## src/rtl/mat3_pkg.sv

```systemverilog
// rtl/mat3_pkg.sv - shared constants, state encoding and operand types for mat3_seq_mul
package mat3_pkg;

    localparam int MAT3_DIM    = 3;
    localparam int MAT3_IN_W   = 8;
    localparam int MAT3_OUT_W  = 16;
    localparam int MAT3_NBYTES = 18;
    localparam int MAT3_NRES   = 9;

    typedef enum logic [1:0] {
        LOAD = 2'd0,
        CALC = 2'd1,
        SEND = 2'd2
    } mat3_state_t;

    // One matrix element and a packed 3-element row/column (element 0 in the MSBs)
    typedef logic [MAT3_IN_W-1:0]          elem_t;
    typedef logic [MAT3_DIM*MAT3_IN_W-1:0] vec_t;

endpackage

```

## src/rtl/dot3_u8.sv

```systemverilog
// rtl/dot3_u8.sv - combinational 3-element unsigned dot product, optional saturation under MAT3_SAT_EN
module dot3_u8
    import mat3_pkg::*;
(
    input  vec_t                  i_a,
    input  vec_t                  i_b,
    output logic [MAT3_OUT_W-1:0] o_res
);

`ifdef MAT3_SAT_EN
    localparam bit SAT = 1'b1;
`else
    localparam bit SAT = 1'b0;
`endif

    logic [17:0] w_sum;

    // Full-precision sum: 3 * 255 * 255 = 195075 fits in 18 bits
    always_comb begin
        w_sum = 18'(i_a[23:16]) * 18'(i_b[23:16])
              + 18'(i_a[15:8])  * 18'(i_b[15:8])
              + 18'(i_a[7:0])   * 18'(i_b[7:0]);
    end

    // Clamp to all-ones when saturating, otherwise keep the low 16 bits
    always_comb begin
        o_res = w_sum[15:0];
        if (SAT && (|w_sum[17:16])) begin
            o_res = 16'hFFFF;
        end
    end

endmodule

```

## src/rtl/mat3_seq_mul.sv

```systemverilog
// rtl/mat3_seq_mul.sv - sequential 3x3 byte-stream matrix multiplier (saturation option: MAT3_SAT_EN)
module mat3_seq_mul
    import mat3_pkg::*;
#(
    parameter int IN_W  = 8,
    parameter int OUT_W = 16,
    parameter int DIM   = 3
) (
    input  logic             clk,
    input  logic             rst,
    input  logic             in_valid,
    output logic             in_ready,
    input  logic [IN_W-1:0]  in_data,
    output logic             out_valid,
    input  logic             out_ready,
    output logic [OUT_W-1:0] out_data,
    output logic             busy,
    output logic             done
);

    localparam int NBYTES = 2 * DIM * DIM;
    localparam int NRES   = DIM * DIM;

    mat3_state_t      r_state;
    mat3_state_t      w_next;
    logic [4:0]       r_cnt;
    logic [3:0]       r_idx;
    elem_t            r_mat [NBYTES];
    logic [OUT_W-1:0] r_out_data;

    logic             w_accept_in;
    logic             w_accept_out;
    logic             w_last_in;
    logic             w_last_out;
    logic [3:0]       w_sel;
    logic [1:0]       w_row;
    logic [1:0]       w_col;
    vec_t             w_rows [DIM];
    vec_t             w_cols [DIM];
    logic [15:0]      w_res;

    assign w_accept_in  = in_valid && (r_state == LOAD);
    assign w_accept_out = out_ready && (r_state == SEND);
    assign w_last_in    = w_accept_in && (r_cnt == 5'(NBYTES - 1));
    assign w_last_out   = w_accept_out && (r_idx == 4'(NRES - 1));

    // State register
    always_ff @(posedge clk or posedge rst) begin
        if (rst) begin
            r_state <= LOAD;
        end else begin
            r_state <= w_next;
        end
    end

    // Next-state and handshake outputs; done fires in the cycle the last word is taken
    always_comb begin
        w_next    = r_state;
        in_ready  = 1'b0;
        out_valid = 1'b0;
        busy      = 1'b0;
        done      = 1'b0;
        case (r_state)
            LOAD: begin
                in_ready = 1'b1;
                if (w_last_in) begin
                    w_next = CALC;
                end
            end
            CALC: begin
                busy   = 1'b1;
                w_next = SEND;
            end
            SEND: begin
                busy      = 1'b1;
                out_valid = 1'b1;
                if (w_last_out) begin
                    done   = 1'b1;
                    w_next = LOAD;
                end
            end
            default: w_next = LOAD;
        endcase
    end

    // Operand capture: bytes land in load order, A in 0..8 and B in 9..17
    always_ff @(posedge clk or posedge rst) begin
        if (rst) begin
            r_cnt <= '0;
            for (int k = 0; k < NBYTES; k++) begin
                r_mat[k] <= '0;
            end
        end else if (w_accept_in) begin
            r_mat[r_cnt] <= in_data;
            r_cnt        <= w_last_in ? 5'd0 : r_cnt + 5'd1;
        end
    end

    // Pack rows of A and columns of B, element 0 in the MSBs
    for (genvar g = 0; g < DIM; g++) begin : g_pack
        assign w_rows[g] = {r_mat[DIM*g], r_mat[DIM*g+1], r_mat[DIM*g+2]};
        assign w_cols[g] = {r_mat[DIM*DIM+g], r_mat[DIM*DIM+DIM+g], r_mat[DIM*DIM+2*DIM+g]};
    end

    // The shared dot product always looks one word ahead of the one being presented
    assign w_sel = (r_state == SEND) ? (r_idx + 4'd1) : 4'd0;

    // Map the flat result index to (row, column)
    always_comb begin
        w_row = 2'd0;
        w_col = 2'd0;
        case (w_sel)
            4'd0: begin w_row = 2'd0; w_col = 2'd0; end
            4'd1: begin w_row = 2'd0; w_col = 2'd1; end
            4'd2: begin w_row = 2'd0; w_col = 2'd2; end
            4'd3: begin w_row = 2'd1; w_col = 2'd0; end
            4'd4: begin w_row = 2'd1; w_col = 2'd1; end
            4'd5: begin w_row = 2'd1; w_col = 2'd2; end
            4'd6: begin w_row = 2'd2; w_col = 2'd0; end
            4'd7: begin w_row = 2'd2; w_col = 2'd1; end
            4'd8: begin w_row = 2'd2; w_col = 2'd2; end
            default: begin w_row = 2'd0; w_col = 2'd0; end
        endcase
    end

    dot3_u8 u_dot (
        .i_a   (w_rows[w_row]),
        .i_b   (w_cols[w_col]),
        .o_res (w_res)
    );

    // Result register: C[0][0] in CALC, then the next word on each accepted transfer
    always_ff @(posedge clk or posedge rst) begin
        if (rst) begin
            r_idx      <= '0;
            r_out_data <= '0;
        end else begin
            case (r_state)
                CALC: begin
                    r_idx      <= '0;
                    r_out_data <= w_res;
                end
                SEND: begin
                    if (w_accept_out) begin
                        if (w_last_out) begin
                            r_idx <= '0;
                        end else begin
                            r_idx      <= r_idx + 4'd1;
                            r_out_data <= w_res;
                        end
                    end
                end
                default: r_idx <= '0;
            endcase
        end
    end

    assign out_data = r_out_data;

endmodule

```

## config.mk

```make
export PLATFORM = sky130hd
export DESIGN_NAME = mat3_seq_mul
export DESIGN_NICKNAME = d
export VERILOG_FILES = /design/src/rtl/mat3_pkg.sv /design/src/rtl/dot3_u8.sv /design/src/rtl/mat3_seq_mul.sv
export SDC_FILE = /design/constraint.sdc
export NUM_CORES = 1
export LEC_CHECK = 0
export CORE_MARGIN = 2
export CORE_UTILIZATION = 30
export CTS_CLUSTER_DIAMETER = 150
export CTS_CLUSTER_SIZE = 40
export DETAILED_ROUTE_END_ITERATION = 10
export DONT_BUFFER_PORTS = 1
export PLACE_DENSITY = 0.5
export SYNTH_ARGS = -nofsm -noshare
export SYNTH_HDL_FRONTEND = slang
export SYNTH_SLANG_ARGS = --single-unit
```

## constraint.sdc

```tcl
create_clock -name clk -period 14.5 [get_ports clk]
set_clock_uncertainty 0.15 [all_clocks]
set_input_delay 0.725 -clock clk [delete_from_list [all_inputs] [get_ports clk]]
set_output_delay 0.725 -clock clk [all_outputs]
set_load 0.01 [all_outputs]
```

=== Word-level counts from Yosys, hierarchy flattened ===
Memory sizes are Yosys's and may differ from the RTL's.
Index checks and enable logic that the tools add are counted.

* Bits in registers: 171
* Memory bits (read-only): 64
* Bits of input ports: 12
* Output and inout port bits: 20
* Logic and storage cells: 80
* Memories: 1

{| class="wikitable"
|+ Memory list
! name !! words !! bits a word !! read ports !! clocked after Yosys merged registers in !! wr ports !! RTL line !! text
|-
| (name not given) || 16 || 4 || 1 || 0 || 0 || mat3_seq_mul.sv:112 || <nowiki>case (w_sel)</nowiki>
|}

* Add/sub/neg operators: 4
* Multipliers: 3
* Magnitude comparators: 4
* Eq/ne operators: 8
* Mux-type cells: 25
* Bitwise gates (word level): 3
* Reductions and logical operators: 10

{| class="wikitable"
|+ Operators with widths
! kind !! count
|-
| bitwise mux 144 bit || 1
|-
| binary-select mux 24 bit (select 2 bit) || 2
|-
| 2-to-1 mux 24 bit || 4
|-
| multiplier 8 x 8 -> 16 bit || 3
|-
| demux 8 bit (select 5 bit) || 1
|-
| adder 16 bit || 2
|-
| 2-to-1 mux 16 bit || 2
|-
| one-hot mux 16 bit (2 select lines) || 1
|-
| 2-to-1 mux 4 bit || 4
|-
| 2-to-1 mux 8 bit || 1
|-
| inequality test 2 bit (second input constant) || 4
|-
| greater-or-equal comparator 3 bit (second input constant) || 2
|-
| greater-or-equal comparator 6 bit (second input constant) || 1
|-
| < comparator 6 x 1 -> 1 bit (second input constant) || 1
|-
| inverter 2 -> 3 bit || 2
|-
| inverter 5 -> 6 bit || 1
|-
| one-hot mux 2 bit (3 select lines) || 1
|-
| adder 5 x 1 -> 5 bit (second input constant) || 1
|-
| equality test 5 bit (second input constant) || 1
|-
| logical AND 1 bit || 5
|-
| 2-to-1 mux 1 bit || 5
|-
| 2-to-1 mux 5 bit || 1
|-
| adder 4 x 1 -> 4 bit (second input constant) || 1
|-
| equality test 4 bit (second input constant) || 1
|-
| other kinds (8) || 9
|}

=== Logic depth before layout (Yosys ltp) ===
Gate-level depths: netlist (run 1).
An unclocked memory read counts as a cell.

* Depth after elaboration: 13
* Gate-level depth with buffers: 34
* Depth with buffers taken out: 32

=== Modules after synthesis ===
A second synthesis (run 1) with hierarchy kept.

* Cell total of the unflattened synthesis: 1383
* Area total of the unflattened synthesis: 14766.7 µm²

{| class="wikitable"
|+ By module, submodules not included
! module !! times used !! cells an instance !! area an instance (µm²) !! sequential area each (µm²)
|-
| mat3_seq_mul || 1 || 664 || 8187.9 || 4279.1
|-
| dot3_u8 || 1 || 719 || 6578.8 || 0.0
|}

=== Least setup slack after synthesis (run 1) ===
No wires, ideal clock.

* Kind: register to register
* From: reg r_state[0]
* To: reg r_out_data[13] (netlist: out_data[13])
* Setup time: 0.069 ns
* Data arrival time: 7.735 ns
* Required time: 14.281 ns
* Path slack: 6.546 ns
* Cell stages (with the launch flop): 31
* Path buffers: 1
* Period minus slack after synthesis: 7.954 ns
* Path through: dfrtp_1 > inv_1 > ha_1 > nor2b_1 > inv_1 > ha_1 > nor3b_1 > a21oi_1 > nor2_2 > buf_2 > mux2_2 > a21oi_1 > fa_1 > ha_1 > inv_1 > fa_1 > fa_1 > inv_1 > fa_1 > inv_1 > fa_1 > inv_1 > fa_1 > inv_1 > fa_1 > nor2b_1 > o21ai_0 > a211oi_1 > o21bai_1 > a211o_1 > nand3_1

* Cells in the longest elaborated chain, start to end: 13
* Elaborated cells on any way between the ends: 26
* Those cells by class: 2 x add/sub; 3 x mul; 4 x eq/ne; 10 x mux; 2 x bitwise; 4 x reduce/logical; 1 x memory

{| class="wikitable"
|+ Ends and longest elaborated chain
! element !! RTL line !! text
|-
| start, declared || mat3_seq_mul.sv:24 || <nowiki>mat3_state_t r_state;</nowiki>
|-
| start signal, assigned || mat3_seq_mul.sv:52 || <nowiki>r_state <= w_next;</nowiki>
|-
| equality test 2 bit || mat3_seq_mul.sv:43, mat3_seq_mul.sv:106, mat3_seq_mul.sv:138 ||
|-
| 2-to-1 mux 4 bit || mat3_seq_mul.sv:106 || <nowiki>assign w_sel = (r_state == SEND) ? (r_idx + 4'd1) : 4'd0;</nowiki>
|-
| memory read (16 x 4 bit) || n/a ||
|-
| inverter 2 -> 3 bit, on equally long branches || mat3_seq_mul.sv:127, mat3_seq_mul.sv:128 ||
|-
| binary-select mux 24 bit (select 2 bit), on equally long branches || mat3_seq_mul.sv:127, mat3_seq_mul.sv:128 ||
|-
| 2-to-1 mux 24 bit, on equally long branches (2 in a row) || mat3_seq_mul.sv:127, mat3_seq_mul.sv:128 ||
|-
| multiplier 8 x 8 -> 16 bit, on equally long branches || dot3_u8.sv:20, dot3_u8.sv:21 ||
|-
| adder 16 bit || dot3_u8.sv:21 || <nowiki>+ 18'(i_a[15:8]) * 18'(i_b[15:8])</nowiki>
|-
| adder 16 bit || dot3_u8.sv:22 || <nowiki>+ 18'(i_a[7:0]) * 18'(i_b[7:0]);</nowiki>
|-
| 2-to-1 mux 16 bit || mat3_seq_mul.sv:145 || <nowiki>if (w_last_out) begin</nowiki>
|-
| 2-to-1 mux 16 bit || mat3_seq_mul.sv:144 || <nowiki>if (w_accept_out) begin</nowiki>
|-
| one-hot mux 16 bit (2 select lines) || mat3_seq_mul.sv:138 || <nowiki>case (r_state)</nowiki>
|-
| end signal, assigned || mat3_seq_mul.sv:141 || <nowiki>r_out_data <= w_res;</nowiki>
|-
| end signal, assigned || mat3_seq_mul.sv:149 || <nowiki>r_out_data <= w_res;</nowiki>
|-
| end, declared || mat3_seq_mul.sv:29 || <nowiki>logic [OUT_W-1:0] r_out_data;</nowiki>
|}

Parallel ways exist; a longest one is shown, timed or not. The select of a mux whose other input is x is not followed.
A chain may end at the register's enable or synchronous reset.

=== Final worst setup path (run 1) ===
* From: reg r_idx[0]
* To: reg r_out_data[12] (netlist: out_data[12])

* Cells in the longest elaborated chain, start to end: 13
* Elaborated cells on any way between the ends: 23
* Those cells by class: 3 x add/sub; 3 x mul; 2 x eq/ne; 10 x mux; 2 x bitwise; 2 x reduce/logical; 1 x memory

{| class="wikitable"
|+ Ends and longest elaborated chain
! element !! RTL line !! text
|-
| start, declared || mat3_seq_mul.sv:27 || <nowiki>logic [3:0] r_idx;</nowiki>
|-
| start signal, assigned || mat3_seq_mul.sv:148 || <nowiki>r_idx <= r_idx + 4'd1;</nowiki>
|-
| adder 4 x 1 -> 4 bit || mat3_seq_mul.sv:106 ||
|-
| 2-to-1 mux 4 bit || mat3_seq_mul.sv:106 ||
|-
| memory read (16 x 4 bit) || n/a ||
|-
| inverter 2 -> 3 bit, on equally long branches || mat3_seq_mul.sv:127, mat3_seq_mul.sv:128 ||
|-
| binary-select mux 24 bit (select 2 bit), on equally long branches || mat3_seq_mul.sv:127, mat3_seq_mul.sv:128 ||
|-
| 2-to-1 mux 24 bit, on equally long branches (2 in a row) || mat3_seq_mul.sv:127, mat3_seq_mul.sv:128 ||
|-
| multiplier 8 x 8 -> 16 bit, on equally long branches || dot3_u8.sv:20, dot3_u8.sv:21 ||
|-
| adder 16 bit || dot3_u8.sv:21 ||
|-
| adder 16 bit || dot3_u8.sv:22 ||
|-
| 2-to-1 mux 16 bit || mat3_seq_mul.sv:145 ||
|-
| 2-to-1 mux 16 bit || mat3_seq_mul.sv:144 ||
|-
| one-hot mux 16 bit (2 select lines) || mat3_seq_mul.sv:138 ||
|}

Parallel ways exist; a longest one is shown, timed or not. The select of a mux whose other input is x is not followed.

==> impl_metrics.env, run 1 <==
export IMPL_grt_pass1_vias=11664
export IMPL_route_detailed_drc=0
export IMPL_synth_cell_type_count=56
export IMPL_wire_per_inst_um=19.93
export IMPL_clkTransAtPathRegs_ns=0.07
export IMPL_synth_seq_area_share_pct=27.23
export IMPL_hpwl_mm=32.90
export IMPL_via_count=11005
export IMPL_dieArea_um2=54230
export IMPL_synthToLayoutAreaGrowth_pct=8.145
export IMPL_worstPathMaxFanout=29
export IMPL_worstMarginPinSlew_ns=1.205
export IMPL_hold_buffers=0
export IMPL_finalNetCount=1765
export IMPL_placed_cell_area_um2=16380
export IMPL_clock_root_buffer="clkbuf_16"
export IMPL_period_minus_slack_ns=9.402
export IMPL_synth_nets=1797
export IMPL_die_x_um=232.9
export IMPL_grt_overflow=0
export IMPL_dp_cells=2153
export IMPL_timing_final_crit_share_pct=64.84
export IMPL_htreeDepth=4
export IMPL_drive_gt1_share_pct=15.64
export IMPL_rsz0062_at_grt="no"
export IMPL_synthArstFlopShare_pct=100.0
export IMPL_critPathArrivalTime_ns=9.54
export IMPL_stdcell_count=2183
export IMPL_critPathLaunchType="flip-flop"
export IMPL_insertion_delay_ns=0.46
export IMPL_io_buffers=0
export IMPL_status="completed"
export IMPL_antenna_cells=0
export IMPL_setup_viol_count_final=0
export IMPL_initial_core_util_pct=30.51
export IMPL_max_slew_margin_pct=19.69
export IMPL_critPathCaptureType="flip-flop"
export IMPL_drt_wl_total_mm=43.51
export IMPL_drt_iter0_drc=970
export IMPL_grt_pass1_wl_mm=69.48
export IMPL_fmax_mhz=106.4
export IMPL_slew_viol_final=0
export IMPL_synth_edf_count=0
export IMPL_crit_required_ns=14.63
export IMPL_cts_buffers=17
export IMPL_cts_sinks=171
export IMPL_cap_violations=0
export IMPL_ys_flop_type="dfrtp_1"
export IMPL_tns_ns=0
export IMPL_reg2reg_depth=26
export IMPL_fin_area_um2=17000
export IMPL_netlist_area_um2=15720
export IMPL_die_h_um=232.9
export IMPL_grt_max_degree=98
export IMPL_cts_resized=0
export IMPL_antenna_left=0
export IMPL_core_area_um2=51510
export IMPL_synth_warnings=0
export IMPL_post_cts_buffers=0
export IMPL_worstSetupPathType="reg2reg"
export IMPL_rows=83
export IMPL_postSynthCellCount=1524
export IMPL_yosys_register_bits=171
export IMPL_first_pass_iters=5
export IMPL_fin_util_pct=32.99
export IMPL_cts_buffer_depth=2
export IMPL_fillers=5275
export IMPL_syn_avg_cell_area_um2=10.31
export IMPL_min_path_type="in2async"
export IMPL_ios=32
export IMPL_antenna_found_initial=0
export IMPL_grt_util_all_layers_pct=16.95
export IMPL_viasPerCell=5.041
export IMPL_hold_viol=0
export IMPL_place_congestion=0.8866
export IMPL_cts_tree="built"
## synth_stat cells (3+ instances only)
library cell    n  area share, %
nor2b_1         5           0.20
a21o_1         67            3.2
clkbuf_1       42            1.0
xor2_1          7           0.39
ha_1          103            8.2
nand4_1         3           0.12
and2_1         24           0.96
dfrtp_1       171             27
nand3_1        39            1.2
xnor2_1        10           0.56
mux2i_4        20            2.9
o21ai_0        52            1.7
buf_2          12           0.38
mux2i_1         5           0.32
a211oi_1       25            1.2
nor3_1          3          0.096
a31oi_1         3           0.12
a311oi_1       24            1.3
inv_1         256            6.1
buf_4           4           0.19
nand2_1       101            2.4
nand2b_1        4           0.16
a21oi_1       164            5.2
and3_1          4           0.16
mux2_2        156             11
mux2_4         11            1.1
fa_1          158             20
nor2_1         16           0.38
and2_0          4           0.16
## cell type report
cell class                 count  area [µm²]  share of cell area (%)
timing repair buffer           9       67.56                  0.3976
multi-input combinational   1036       10220                   60.12
clock buffer                  19       452.9                   2.665
inverter                     257       969.7                   5.706
tap                          680       850.8                   5.006
clock inverter                11       157.7                  0.9276
sequential                   171        4279                   25.18
## stage by stage
| step | worst slack, ns | hold slack [ns] |
|---|---|---|
| after CTS | 5.038 | 0.2182 |
| after detailed placement | 5.068 | 0.3352 |
| final | 5.098 | 0.1567 |
| after global placement | 5.233 | 0.3290 |
| after global routing | 4.351 | 0.2468 |
| after floorplan | 6.546 | 0.3206 |
## cells by family after synthesis
group,share of synthesized area (%)
simple gates,6.377
compound gates,13.55
buf+inv,7.858
flops,27.23
fa+ha+maj,28.33
mux,15.50
xor+xnor,1.154
## cells in the final DEF (no fill, tap or decap), types with 5 or more instances in the layout
master,netlist,routed
inv_1,256,255
dfrtp_1,171,171
a21oi_1,164,164
fa_1,158,158
mux2_2,156,156
ha_1,103,103
nand2_1,101,101
a21o_1,67,67
o21ai_0,52,52
nand3_1,39,39
a211oi_1,25,25
and2_1,24,24
a311oi_1,24,24
mux2i_4,20,21
clkbuf_16,0,17
nor2_1,16,16
mux2_4,11,11
xnor2_1,10,10
buf_4,4,9
xor2_1,7,7
mux2i_1,5,5
nor2b_1,5,5
## registers in the layout, summed over array words and instances (netlist names)
| signal | flops |
|---|---|
| out_data | 16 |
| r_mat | 144 |
| r_idx | 4 |
| r_state | 2 |
| r_cnt | 5 |
## worst paths after layout
check / from / to / slack, ns
max: r_idx[0]$_DFFE_PP0P_ / out_data[12]$_DFFE_PP0P_ / 5.10
min: rst / r_mat[20]$_DFFE_PP0P_ / 0.16
max reg2reg: r_idx[0]$_DFFE_PP0P_ / out_data[12]$_DFFE_PP0P_ / 5.10
min reg2reg: r_mat[140]$_DFFE_PP0P_ / r_mat[140]$_DFFE_PP0P_ / 0.35
max in group asynchronous: rst / r_mat[64]$_DFFE_PP0P_ / 12.55
min in group clk: in_data[0] / r_mat[0]$_DFFE_PP0P_ / 0.24
## worst max-delay path, stage by stage, from the launching register on
cell	delay, ns
dfrtp_1	0.47
ha_1	0.39
xor2_2	0.19
buf_4	0.24
a31oi_4	0.64
and2_1	0.68
buf_4	0.45
a311oi_1	0.14
mux2_2	0.38
a21oi_1	0.20
fa_1	0.47
fa_1	0.58
inv_1	0.07
fa_1	0.45
fa_1	0.56
inv_1	0.06
fa_1	0.44
fa_1	0.51
inv_1	0.05
fa_1	0.48
inv_1	0.04
ha_1	0.32
a2111oi_0	0.41
o21ai_0	0.22
a41oi_1	0.37
xor2_1	0.16
o21ai_0	0.08
## layer usage
metal	track usage (%)	share of wire (%)	vias up
met5	0	0	-
met4	4.996	2.4	0
met3	3.358	5.1	39
met2	26.85	45	265
met1	23.36	47	5658
li1	-	-	5043
Power of run 1 is not shown: default switching activity piles up to over one toggle a cycle in this logic, so the estimate is an artifact.
==> inputs of run 2 (changes only) <==
--- a/config.mk
+++ b/config.mk
@@ -11,7 +11,7 @@
 export CTS_CLUSTER_SIZE = 40
 export DETAILED_ROUTE_END_ITERATION = 10
 export DONT_BUFFER_PORTS = 1
-export PLACE_DENSITY = 0.5
+export PLACE_DENSITY = 0.51
 export SYNTH_ARGS = -nofsm -noshare
 export SYNTH_HDL_FRONTEND = slang
 export SYNTH_SLANG_ARGS = --single-unit
==> constraint.sdc (replaced) <==
create_clock -name clk -period 7.93 [get_ports clk]
set_clock_uncertainty 0.15 [all_clocks]
set_input_delay 0.3965 -clock clk [delete_from_list [all_inputs] [get_ports clk]]
set_output_delay 0.3965 -clock clk [all_outputs]
set_load 0.01 [all_outputs]
==> run 2 against run 1 <==
Compared with the run above: count of clock-buffer cells in the layout fell by 1; utilization increased by 5.3 points; first-iteration DRC count decreased by 19%; wire length increased by 8.2%; fmax increased by 21%; global-route usage up 0.29 points; final area increased by 16%; flip-flop and latch count unchanged; die area is the same; critical path type unchanged; highest routed layer unchanged.
==> impl_metrics.env, run 2 (same netlist as run 1, synthesis figures left out) <==
export IMPL_die_h_um=232.9
export IMPL_die_x_um=232.9
export IMPL_top_register="r_mat"
export IMPL_dieArea_um2=54230
export IMPL_antenna_found_initial=1
export IMPL_wire_per_inst_um=19.54
export IMPL_final_common_cell="inv_1"
export IMPL_max_slew_margin_pct=18.00
export IMPL_clock_root_buffer="clkbuf_16"
export IMPL_cts_buffer_depth=2
export IMPL_finalNetCount=1990
export IMPL_initial_core_util_pct=30.51
export IMPL_grt_overflow=0
export IMPL_hold_viol=0
export IMPL_worstPathMaxFanout=8
export IMPL_drt_iter0_drc=781
export IMPL_route_detailed_drc=0
export IMPL_crit_top_cell="fa_1"
export IMPL_timing_final_crit_share_pct=97.59
export IMPL_critPathLaunchType="flip-flop"
export IMPL_rows=83
export IMPL_grt_pass1_vias=12058
export IMPL_antenna_left=0
export IMPL_cts_buffers=17
export IMPL_fin_util_pct=38.32
export IMPL_htreeDepth=4
export IMPL_grt_util_all_layers_pct=17.24
export IMPL_io_buffers=0
export IMPL_cp_top_family="adder cells"
export IMPL_hpwl_mm=34.68
export IMPL_cpMaxStageDelayCell="fa_1"
export IMPL_drt_wl_total_mm=47.08
export IMPL_critPathArrivalTime_ns=7.90
export IMPL_setup_viol_count_final=0
export IMPL_worstMarginPinSlew_ns=1.226
export IMPL_largest_reg_flops=144
export IMPL_place_congestion=0.9294
export IMPL_slew_viol_final=0
export IMPL_crit_required_ns=8.09
export IMPL_fmax_mhz=129.2
export IMPL_final_cell_mix="246 x inv_1, 185 x buf_4, 169 x dfrtp_1"
export IMPL_synthToLayoutAreaGrowth_pct=25.60
export IMPL_clkTransAtPathRegs_ns=0.09
export IMPL_grt_max_degree=95
export IMPL_critPathMaxStageDelay_ns=0.61
export IMPL_worstSetupPathType="reg2reg"
export IMPL_core_area_um2=51510
export IMPL_cts_tree="built"
export IMPL_cap_violations=0
export IMPL_ios=32
export IMPL_critPathCaptureType="flip-flop"
export IMPL_path_buf_inv=8
export IMPL_antenna_cells=0
export IMPL_period_minus_slack_ns=7.739
export IMPL_viasPerCell=4.991
export IMPL_insertion_delay_ns=0.48
export IMPL_first_pass_iters=7
export IMPL_min_path_type="in2reg"
export IMPL_status="completed"
export IMPL_fillers=5154
export IMPL_drive_gt1_share_pct=33.64
export IMPL_via_count=12029
export IMPL_cts_sinks=171
export IMPL_grt_pass1_wl_mm=70.30
run 2: worst paths after layout:
check                           slack [ns]  cells after the start              startpoint                  endpoint
max in group asynchronous             5.58                      3                     rst    r_mat[143]$_DFFE_PP0P_
min in group asynchronous             0.43                      2                     rst     r_mat[45]$_DFFE_PP0P_
worst min register to register        0.35                      1  r_mat[137]$_DFFE_PP0P_    r_mat[137]$_DFFE_PP0P_
worst min-delay path                  0.03                      3               out_ready      r_idx[0]$_DFFE_PP0P_
worst max register to register        0.19                     28  r_state[0]$_DFFE_PP0P_  out_data[12]$_DFFE_PP0P_
worst max-delay path                  0.19                     28  r_state[0]$_DFFE_PP0P_  out_data[12]$_DFFE_PP0P_
run 2: routing by layer:
layer / wire [µm] / global-route usage [%] / up-vias / share of wire [%]
met4: 1302 / 5.772 / 0 / 2.8
met2: 21540 / 27.04 / 297 / 46
met5: 0 / 0 / - / 0
met1: 22200 / 24.29 / 6156 / 47
met3: 2035 / 2.512 / 68 / 4.3
li1: - / - / 5508 / -
run 2: worst register-to-register path, delay by kind of cell, from the launching register on:
family	cells	cell delay, ns
muxes	1	0.33
adders and majority gates	9	4.15
xor gates and xnor gates	1	0.16
buffers and inverters	8	1.01
AOI/OAI and AO/OA	8	1.26
DFF	1	0.36
and+or+nand+nor	1	0.15
run 2: final cells by class:
type	count	area [µm²]	share of cell area, %
clock inverter	14	145.1	0.7353
inverter	257	969.7	4.913
timing repair buffer	233	2140	10.84
sequential	171	4282	21.69
tap	680	850.8	4.311
multi-input combinational	1037	10910	55.28
clock buffer	18	439.2	2.225
run 2: metrics by stage:
step	setup WS, ns	instances	setup TNS [ns]	hold WS [ns]	cell area, µm²
floorplan	0.04325	1524	0	0.3206	15720
global placement	-0.09296	2305	-0.1687	0.3281	17670
detailed placement	-0.1060	2305	-0.3267	0.3354	17670
CTS	0.009303	2348	0	0.01059	18400
global route	-0.05917	2410	-0.08829	0.05655	19740
finish	0.1915	2410	0	0.02822	19740
run 2: timing repair:
item / in CTS / in global routing
pin swaps: 2 / 85
hold buffers: 9 / 0
cloned: 0 / 5
resized for setup: 12 / 179
hold endpoints to repair: 237 / 0
buffers inserted: 2 / 60
setup endpoints to repair: 5 / 9
Power of run 2 is left out for the same reason.
==> inputs of run 3 (changes only) <==
--- a/config.mk
+++ b/config.mk
@@ -5,6 +5,7 @@
 export SDC_FILE = /design/constraint.sdc
 export NUM_CORES = 1
 export LEC_CHECK = 0
+export CORE_ASPECT_RATIO = 0.75
 export CORE_MARGIN = 2
 export CORE_UTILIZATION = 30
 export CTS_CLUSTER_DIAMETER = 150
==> run 3 against run 2 <==
Compared with the run above: worst hold slack improved by 0.039 ns; via count fell by 4.0%; non-clock buffer count fell by 78; setup slack better by 0.10 ns; count of clock-buffer cells in the layout did not move; wire length decreased by 3.4%; die area hardly changed; register-to-register slack better by 0.10 ns; critical path depth up 1; sequential share of layout area is 1.3 points higher; fmax increased by 1.3%; critical endpoint is now out_data[13]$_DFFE_PP0P_; largest cell class unchanged.
==> impl_metrics.env, run 3 (same netlist as run 1, synthesis figures left out) <==
export IMPL_fmax_mhz=130.9
export IMPL_fin_util_pct=36.09
export IMPL_via_count=11547
export IMPL_finalNetCount=1911
export IMPL_fin_area_um2=18630
export IMPL_hpwl_mm=36.03
export IMPL_placed_cell_area_um2=17460
export IMPL_worstMarginPinSlew_ns=1.158
export IMPL_setup_ws_ns=0.2920
export IMPL_worstSetupPathType="reg2reg"
export IMPL_core_area_um2=51620
export IMPL_grt_pass1_vias=11900
export IMPL_die_h_um=202.2
export IMPL_initial_core_util_pct=30.44
export IMPL_critPathLaunchType="flip-flop"
export IMPL_clock_root_buffer="clkbuf_16"
export IMPL_period_minus_slack_ns=7.638
export IMPL_timing_final_crit_share_pct=96.32
export IMPL_critPathMaxStageDelay_ns=0.57
export IMPL_cap_violations=0
export IMPL_min_path_type="in2reg"
export IMPL_dieArea_um2=54250
export IMPL_io_buffers=0
export IMPL_hold_viol=0
export IMPL_rsz0062_at_grt="yes"
export IMPL_crit_top_cell="fa_1"
export IMPL_antenna_found_initial=2
export IMPL_grt_pass1_wl_mm=71.17
export IMPL_die_x_um=268.3
export IMPL_insertion_delay_ns=0.46
export IMPL_drive_gt1_share_pct=26.30
export IMPL_cts_buffer_depth=2
export IMPL_ios=32
export IMPL_cts_buffers=17
export IMPL_grt_max_degree=99
export IMPL_antenna_left=0
export IMPL_slew_viol_final=0
export IMPL_route_detailed_drc=0
export IMPL_grt_overflow=0
export IMPL_first_pass_iters=5
export IMPL_cts_sinks=171
export IMPL_cpMaxStageDelayCell="fa_1"
export IMPL_final_cell_mix="246 x inv_1, 169 x dfrtp_1, 152 x a21oi_1"
export IMPL_critPathCaptureType="flip-flop"
export IMPL_worstPathMaxFanout=6
export IMPL_viasPerCell=4.907
export IMPL_finalHoldWorstSlack_ns=0.06693
export IMPL_wire_per_inst_um=19.33
export IMPL_top_register="r_mat"
export IMPL_drt_wl_total_mm=45.49
export IMPL_synthToLayoutAreaGrowth_pct=18.55
export IMPL_rows=72
export IMPL_htreeDepth=4
export IMPL_max_slew_margin_pct=22.57
export IMPL_status="completed"
export IMPL_cts_tree="built"
export IMPL_pre_cts_slack_ns=-0.2417
export IMPL_clkTransAtPathRegs_ns=0.08
export IMPL_grt_util_all_layers_pct=17.41
export IMPL_largest_reg_flops=144
export IMPL_antenna_cells=0
export IMPL_drt_iter0_drc=907
export IMPL_crit_required_ns=8.17
export IMPL_setup_viol_count_final=0
export IMPL_place_congestion=0.9421
export IMPL_critPathArrivalTime_ns=7.88
export IMPL_final_common_cell="inv_1"
run 3: what timing repair did:
action                     4_1_cts  5_1_grt
hold buffers                    10        0
hold endpoints to repair       242        0
pin swaps                        1       31
gates resized for setup         15       81
cloned                           0        1
buffers inserted                 0        7
setup endpoints to repair        7        9
run 3: area by class of cell:
cell class                      count  area, µm²
Clock inverter                     13      160.2
Timing Repair Buffer              155       1329
Multi-Input combinational cell   1036      10570
Tap cell                          703      879.6
Fill cell                        5140      32990
Clock buffer                       18      439.2
Sequential cell                   171       4282
Inverter                          257      969.7
run 3: worst paths after layout:
kind                                         from                  endpoint  slack, ns  cells after the start
hold / removal                          out_ready      r_idx[1]$_DFFE_PP0P_       0.07                      2
setup / recovery             r_idx[0]$_DFFE_PP0P_  out_data[13]$_DFFE_PP0P_       0.29                     29
hold reg to reg            r_mat[128]$_DFFE_PP0P_    r_mat[128]$_DFFE_PP0P_       0.35                      1
min in group asynchronous                     rst    r_mat[128]$_DFFE_PP0P_       0.49                      2
setup reg to reg             r_idx[0]$_DFFE_PP0P_  out_data[13]$_DFFE_PP0P_       0.29                     29
max in group asynchronous                     rst    r_mat[124]$_DFFE_PP0P_       5.58                      3
run 3: through the flow:
stage	cells	setup TNS, ns
3_3_place_gp	2304	-0.3950
6_report	2353	0
5_1_grt	2353	-0.03039
2_1_floorplan	1524	0
3_5_place_dp	2304	-0.9317
4_1_cts	2345	0
run 3: critical path: cells and delay by family, from the launching register on:
family	cells	cell delay [ns]
fa+ha+maj	10	4.39
compound gates	5	0.72
mux	1	0.35
buf+inv	8	0.90
flops	1	0.42
simple gates	5	0.64
run 3: metal layers:
| layer | up-vias | share of wire (%) | global-route usage, % |
|---|---|---|---|
| met1 | 5859 | 52 | 27.47 |
| met2 | 315 | 40 | 23.95 |
| li1 | 5338 | - | - |
| met5 | - | 0 | 0 |
| met4 | 0 | 1.2 | 3.871 |
| met3 | 35 | 6.2 | 3.533 |
Power of run 3 is left out for the same reason.
